==> src/rtl/serial_subtractor.sv <==
`default_nettype none
// ============================================================================
//  Module   : serial_subtractor
//  Purpose  : Bit-serial unsigned subtractor, diff = a - b (mod 2^WIDTH),
//             processed LSB first, one bit per clock, through a single
//             full-subtractor cell with a registered borrow.
//             A start pulse accepted in IDLE captures both operands. The unit
//             is busy for WIDTH cycles, then pulses done for one cycle with
//             diff/borrow valid. One operation per WIDTH+2 cycles.
//
//  Ports    : clk       rising-edge clock
//             rst       asynchronous active-high reset
//             start_i   request pulse, sampled only in IDLE
//             a_i       minuend, captured on the accepted start edge
//             b_i       subtrahend, captured on the accepted start edge
//             busy_o    high while bits are being processed
//             done_o    one-cycle pulse, diff_o/borrow_o valid from here
//             diff_o    registered result a - b mod 2^WIDTH
//             borrow_o  registered final borrow-out (a < b, unsigned)
//
//  Revision : 1.0  initial release
// ============================================================================
module serial_subtractor #(
   parameter int WIDTH = 8
) (
   input  logic             clk,
   input  logic             rst,
   input  logic             start_i,
   input  logic [WIDTH-1:0] a_i,
   input  logic [WIDTH-1:0] b_i,
   output logic             busy_o,
   output logic             done_o,
   output logic [WIDTH-1:0] diff_o,
   output logic             borrow_o
);

   // Bit counter spans 0..WIDTH-1.
   localparam int            c_CW   = (WIDTH > 2) ? $clog2(WIDTH) : 1;
   localparam logic [c_CW-1:0] c_LAST = c_CW'(WIDTH - 1);

   // Operand width is restricted to 2..32.
   generate
      if ((WIDTH < 2) || (WIDTH > 32)) begin : g_bad_width
         $error("serial_subtractor: WIDTH must be in 2..32");
      end
   endgenerate

   typedef enum logic [1:0] {
      ST_IDLE  = 2'd0,
      ST_SHIFT = 2'd1,
      ST_DONE  = 2'd2
   } state_t;

   state_t             state_q, state_d;
   logic [WIDTH-1:0]   sa_q, sa_d;        // minuend shift register
   logic [WIDTH-1:0]   sb_q, sb_d;        // subtrahend shift register
   // Partial difference. Only the first WIDTH-1 result bits ever need to be
   // stored: the last bit comes straight from the cell when diff is written.
   logic [WIDTH-2:0]   sd_q, sd_d;
   logic               bflop_q, bflop_d;  // running borrow between bits
   logic [c_CW-1:0]    cnt_q, cnt_d;
   logic [WIDTH-1:0]   diff_q, diff_d;
   logic               borrow_q, borrow_d;
   logic               busy_q, busy_d;
   logic               done_q, done_d;

   // Full-subtractor cell on the current LSBs.
   logic               w_x, w_y, w_bin;
   logic               w_d, w_bout;
   logic [WIDTH-2:0]   w_sd_shift;

   assign w_x    = sa_q[0];
   assign w_y    = sb_q[0];
   assign w_bin  = bflop_q;
   assign w_d    = w_x ^ w_y ^ w_bin;
   assign w_bout = (~w_x & w_y) | (~(w_x ^ w_y) & w_bin);

   // New difference bit enters at the MSB of the partial-difference register
   // while everything else moves one place towards the LSB.
   generate
      if (WIDTH > 2) begin : g_sd_multi
         assign w_sd_shift = {w_d, sd_q[WIDTH-2:1]};
      end else begin : g_sd_single
         assign w_sd_shift = w_d;
      end
   endgenerate

   // ------------------------------------------------------------------------
   // Next-state and datapath control
   // ------------------------------------------------------------------------
   always_comb begin
      state_d  = state_q;
      sa_d     = sa_q;
      sb_d     = sb_q;
      sd_d     = sd_q;
      bflop_d  = bflop_q;
      cnt_d    = cnt_q;
      diff_d   = diff_q;
      borrow_d = borrow_q;
      busy_d   = 1'b0;
      done_d   = 1'b0;

      case (state_q)
         ST_IDLE: begin
            if (start_i) begin
               sa_d    = a_i;
               sb_d    = b_i;
               sd_d    = '0;
               bflop_d = 1'b0;
               cnt_d   = '0;
               busy_d  = 1'b1;
               state_d = ST_SHIFT;
            end
         end

         ST_SHIFT: begin
            if (cnt_q == c_LAST) begin
               // Final bit: publish the full result directly. diff/borrow are
               // only ever written here, so a later start cannot disturb them.
               diff_d   = {w_d, sd_q};
               borrow_d = w_bout;
               done_d   = 1'b1;
               state_d  = ST_DONE;
            end else begin
               sa_d    = sa_q >> 1;
               sb_d    = sb_q >> 1;
               sd_d    = w_sd_shift;
               bflop_d = w_bout;
               cnt_d   = cnt_q + 1'b1;
               busy_d  = 1'b1;
            end
         end

         ST_DONE: begin
            // start is deliberately not examined here: requests are not queued.
            state_d = ST_IDLE;
         end

         default: begin
            state_d = ST_IDLE;
         end
      endcase
   end

   // ------------------------------------------------------------------------
   // State and datapath registers
   // ------------------------------------------------------------------------
   always_ff @(posedge clk or posedge rst) begin
      if (rst) begin
         state_q  <= ST_IDLE;
         sa_q     <= '0;
         sb_q     <= '0;
         sd_q     <= '0;
         bflop_q  <= 1'b0;
         cnt_q    <= '0;
         diff_q   <= '0;
         borrow_q <= 1'b0;
         busy_q   <= 1'b0;
         done_q   <= 1'b0;
      end else begin
         state_q  <= state_d;
         sa_q     <= sa_d;
         sb_q     <= sb_d;
         sd_q     <= sd_d;
         bflop_q  <= bflop_d;
         cnt_q    <= cnt_d;
         diff_q   <= diff_d;
         borrow_q <= borrow_d;
         busy_q   <= busy_d;
         done_q   <= done_d;
      end
   end

   // All outputs come straight from flops.
   assign busy_o   = busy_q;
   assign done_o   = done_q;
   assign diff_o   = diff_q;
   assign borrow_o = borrow_q;

endmodule
`default_nettype wire

==> config.mk <==
export PLATFORM = sky130hd
export DESIGN_NAME = serial_subtractor
export DESIGN_NICKNAME = d
export VERILOG_FILES = /design/src/rtl/serial_subtractor.sv
export SDC_FILE = /design/constraint.sdc
export NUM_CORES = 1
export LEC_CHECK = 0
export BUFFER_PORTS_ARGS = -buffer_cell sky130_fd_sc_hd__buf_2
export CAP_MARGIN = 20
export CELL_PAD_IN_SITES_DETAIL_PLACEMENT = 0
export CELL_PAD_IN_SITES_GLOBAL_PLACEMENT = 1
export CORE_MARGIN = 5
export CORE_UTILIZATION = 45
export DETAILED_ROUTE_END_ITERATION = 10
export GPL_ROUTABILITY_DRIVEN = 0
export HOLD_SLACK_MARGIN = 0.06
export PLACE_DENSITY = 0.78
export RECOVER_POWER = 50
export SYNTH_ARGS = -nofsm -noshare
export SYNTH_HDL_FRONTEND = slang
export SYNTH_SLANG_ARGS = --single-unit
==> constraint.sdc <==
create_clock -name clk -period 2.7 [get_ports clk]
set_clock_uncertainty 0.1 [all_clocks]
set_input_delay 0.135 -clock clk [delete_from_list [all_inputs] [get_ports clk]]
set_output_delay 0.135 -clock clk [all_outputs]
set_load 0.01 [all_outputs]
==> results.cfg <==
[finish]
drive_gt1_share_pct = 44.67
nets = 171
most-common-layout-cells = 40 x dfrtp_1, 19 x mux2_2, 18 x mux2_4, 18 x buf_2, 11 x clkbuf_1
final_cell_count_no_fill = 200
area_growth_pct = 15.12
mostFrequentLayoutCell = dfrtp_1
diodes = 0

[die]
core-area_mm2 = 0.003943
fp.dieH_um = 73.17
io_pins = 30
die-area_mm2 = 0.005353
dieWidth_um = 73.17
initial_core_util_pct = 45.54
row_count = 23

[detailed_routing]
drc = 0
routed-via-count = 1011
first_iter_violations = 27
ant_nets = 0
post_drt_wl_per_cell_um = 15.11
vias_per_cell = 5.055
routed_wirelength_mm = 3.022
dr.pass1.iters = 4

[global_route]
grt_overflow_total = 0
use_met2_pct = 20.56
grtUsageTotal_pct = 12.84
grt_pass1_vias = 1129
grt_use_met1_pct = 15.06
busiest_layer = met2
antenna_found_initial = 0
met3_usage_pct = 4.821
grt_first_pass_wirelength_mm = 5.147
grt_start_max_net_pins = 41

[cts]
cts_tree = yes
cts.sink_count = 40
post-cts-setup-buffers = 0
clk_latency_ns = 0.29
cts_buffers = 5
root_buffer = clkbuf_8
clockBufferDepth = 2
cts_max_level = 2
clk_pin_slew_ns = 0.08

[synthesis]
synth_area_per_cell_um2 = 15.48
syn_nets = 138
synth_cell_types = 21
syn_area_mm2 = 0.001795
ys_seq_area_share_pct = 55.75
yosysWarnings = 0
ys_seq_elements = 40
synthCells = 116

[setup_path]
cp-end-kind = flip-flop
slowest_stage = dfrtp_1
path_class = reg -> reg
path_delay_family = flip-flops
critPathMaxFanout = 17
required_ns = 2.77
startpoint_type = flip-flop
reg2reg_from = cnt_q[0]
critPathMaxStageDelay_ns = 0.40
cpMostUsedCell = ha_1
cp_num_buf_inv = 1
cp.arrival_ns = 2.33
worstPathCellList = ha_1 > ha_1 > nand2b_1 > a21o_1 > inv_2 > mux2_2
critPathLaunch = cnt_q[0]

[placed_design]
dp.cells = 191
place_hpwl_mm = 2.119
port-buffer-count = 29

[hold_path]
hp-start = a_i[7]
hold_class = in -> reg

[timing]
rsz0062_at_grt = no
tightest_slew_ns = 0.9580
slew_headroom_pct = 36.14
finalHoldViolCount = 0
fin_crit_ns = 2.257
setup_violations = 0
max_clock_freq_ghz = 0.4430
setup_tns_ns = 0
slew_viol_final = 0
finalCritPeriodShare_pct = 83.61

[power]
pwr_density_cell_mw_per_mm2 = 1317
ir_drop_v = 0.0005762
leakage_uw = 0.001062

[status]
status = completed

[flow_run]
maxCapViolCount = 0
-- cell families (layout without fill, tap and decap cells) --
family          Yosys count  count (layout)  synth area share [%]
mux                      39              39                 28.08
flops                    40              40                 55.75
fa+ha+maj                 3               3                 2.509
simple gates              8               8                 3.275
compound gates           12              12                 5.575
buf+inv                  14              48                 4.808
-- area by class of cell --
cell class / instances / area (µm²)
clock buffer: 5 / 68.82
clock inverter: 3 / 42.54
fill: 346 / 1876
inverter: 8 / 30.03
multi-input combinational: 62 / 708.2
sequential: 40 / 1001
tap: 50 / 62.56
timing repair buffer: 32 / 153.9
-- metal layers --
layer / vias up / wire length, µm
met3: 6 / 176
met4: 0 / 60
met5: - / 0
li1: 467 / -
met1: 514 / 1322
met2: 24 / 1462
-- worst reg2reg max path, delay by kind of cell (launching register included) --
kind / cells / cell delay [ns]
AOI/OAI and AO/OA: 1 / 0.30
muxes: 1 / 0.40
DFF: 1 / 0.40
adders and majority gates: 2 / 0.40
buffers and inverters: 1 / 0.40
and+or+nand+nor: 1 / 0.15
-- cell usage after synthesis, drive strengths merged --
library cell | count | area share, %
a21o | 1 | 0.42
a22o | 10 | 4.9
and2b | 2 | 0.84
buf | 5 | 2.9
clkbuf | 1 | 0.21
dfrtp | 40 | 56
fa | 1 | 1.1
ha | 2 | 1.4
inv | 8 | 1.7
mux2 | 37 | 27
mux2i | 2 | 1.1
nand2 | 1 | 0.21
nand2b | 2 | 0.70
nand3b | 1 | 0.42
nor2b | 2 | 1.1
o21ai | 1 | 0.28
-- flip-flops by register name, summed over array words and instances (netlist names) --
signal,cells
bflop_q,1
cnt_q,3
done_o,1
sa_q,8
borrow_o,1
diff_o,8
sd_q,7
state_q,2
busy_o,1
sb_q,8
-- where the power goes --
group          internal [µW]  switching (µW)  total, µW  leakage [µW]
clock network            273             206        479     0.0000541
registers                888             163       1050      0.000495
logic                    704             487       1190      0.000512
-- final timing paths --
path / to / slack (ns) / depth (start not counted)
max: sa_q[4] / 0.44 / 6
max in group asynchronous: sb_q[2] / 1.31 / 4
min in group asynchronous: busy_o / 0.59 / 4
max reg2reg: sa_q[4] / 0.44 / 6
min: sa_q[7] / 0.09 / 3
min reg2reg: borrow_o / 0.40 / 2
-- repair_timing --
action                                 CTS  global route
hold buffers                             1             0
gates resized for setup                  0             0
endpoints found under the hold margin   40             0
-- metrics by stage --
stage	util [%]	setup slack [ns]	hold slack, ns	instance area [µm²]	power [µW]
5_1_grt	52.43	0.3136	0.08757	2067	2895
4_1_cts	52.84	0.4369	0.08667	2083	2770
2_1_floorplan	-	0.8072	0.2352	1795	2072
3_5_place_dp	49.76	0.4473	0.1824	1962	2283
6_report	52.43	0.4426	0.08716	2067	2721
3_3_place_gp	49.76	0.5327	0.1766	1962	2210
Note: power is estimated with default switching activity, not from simulation.
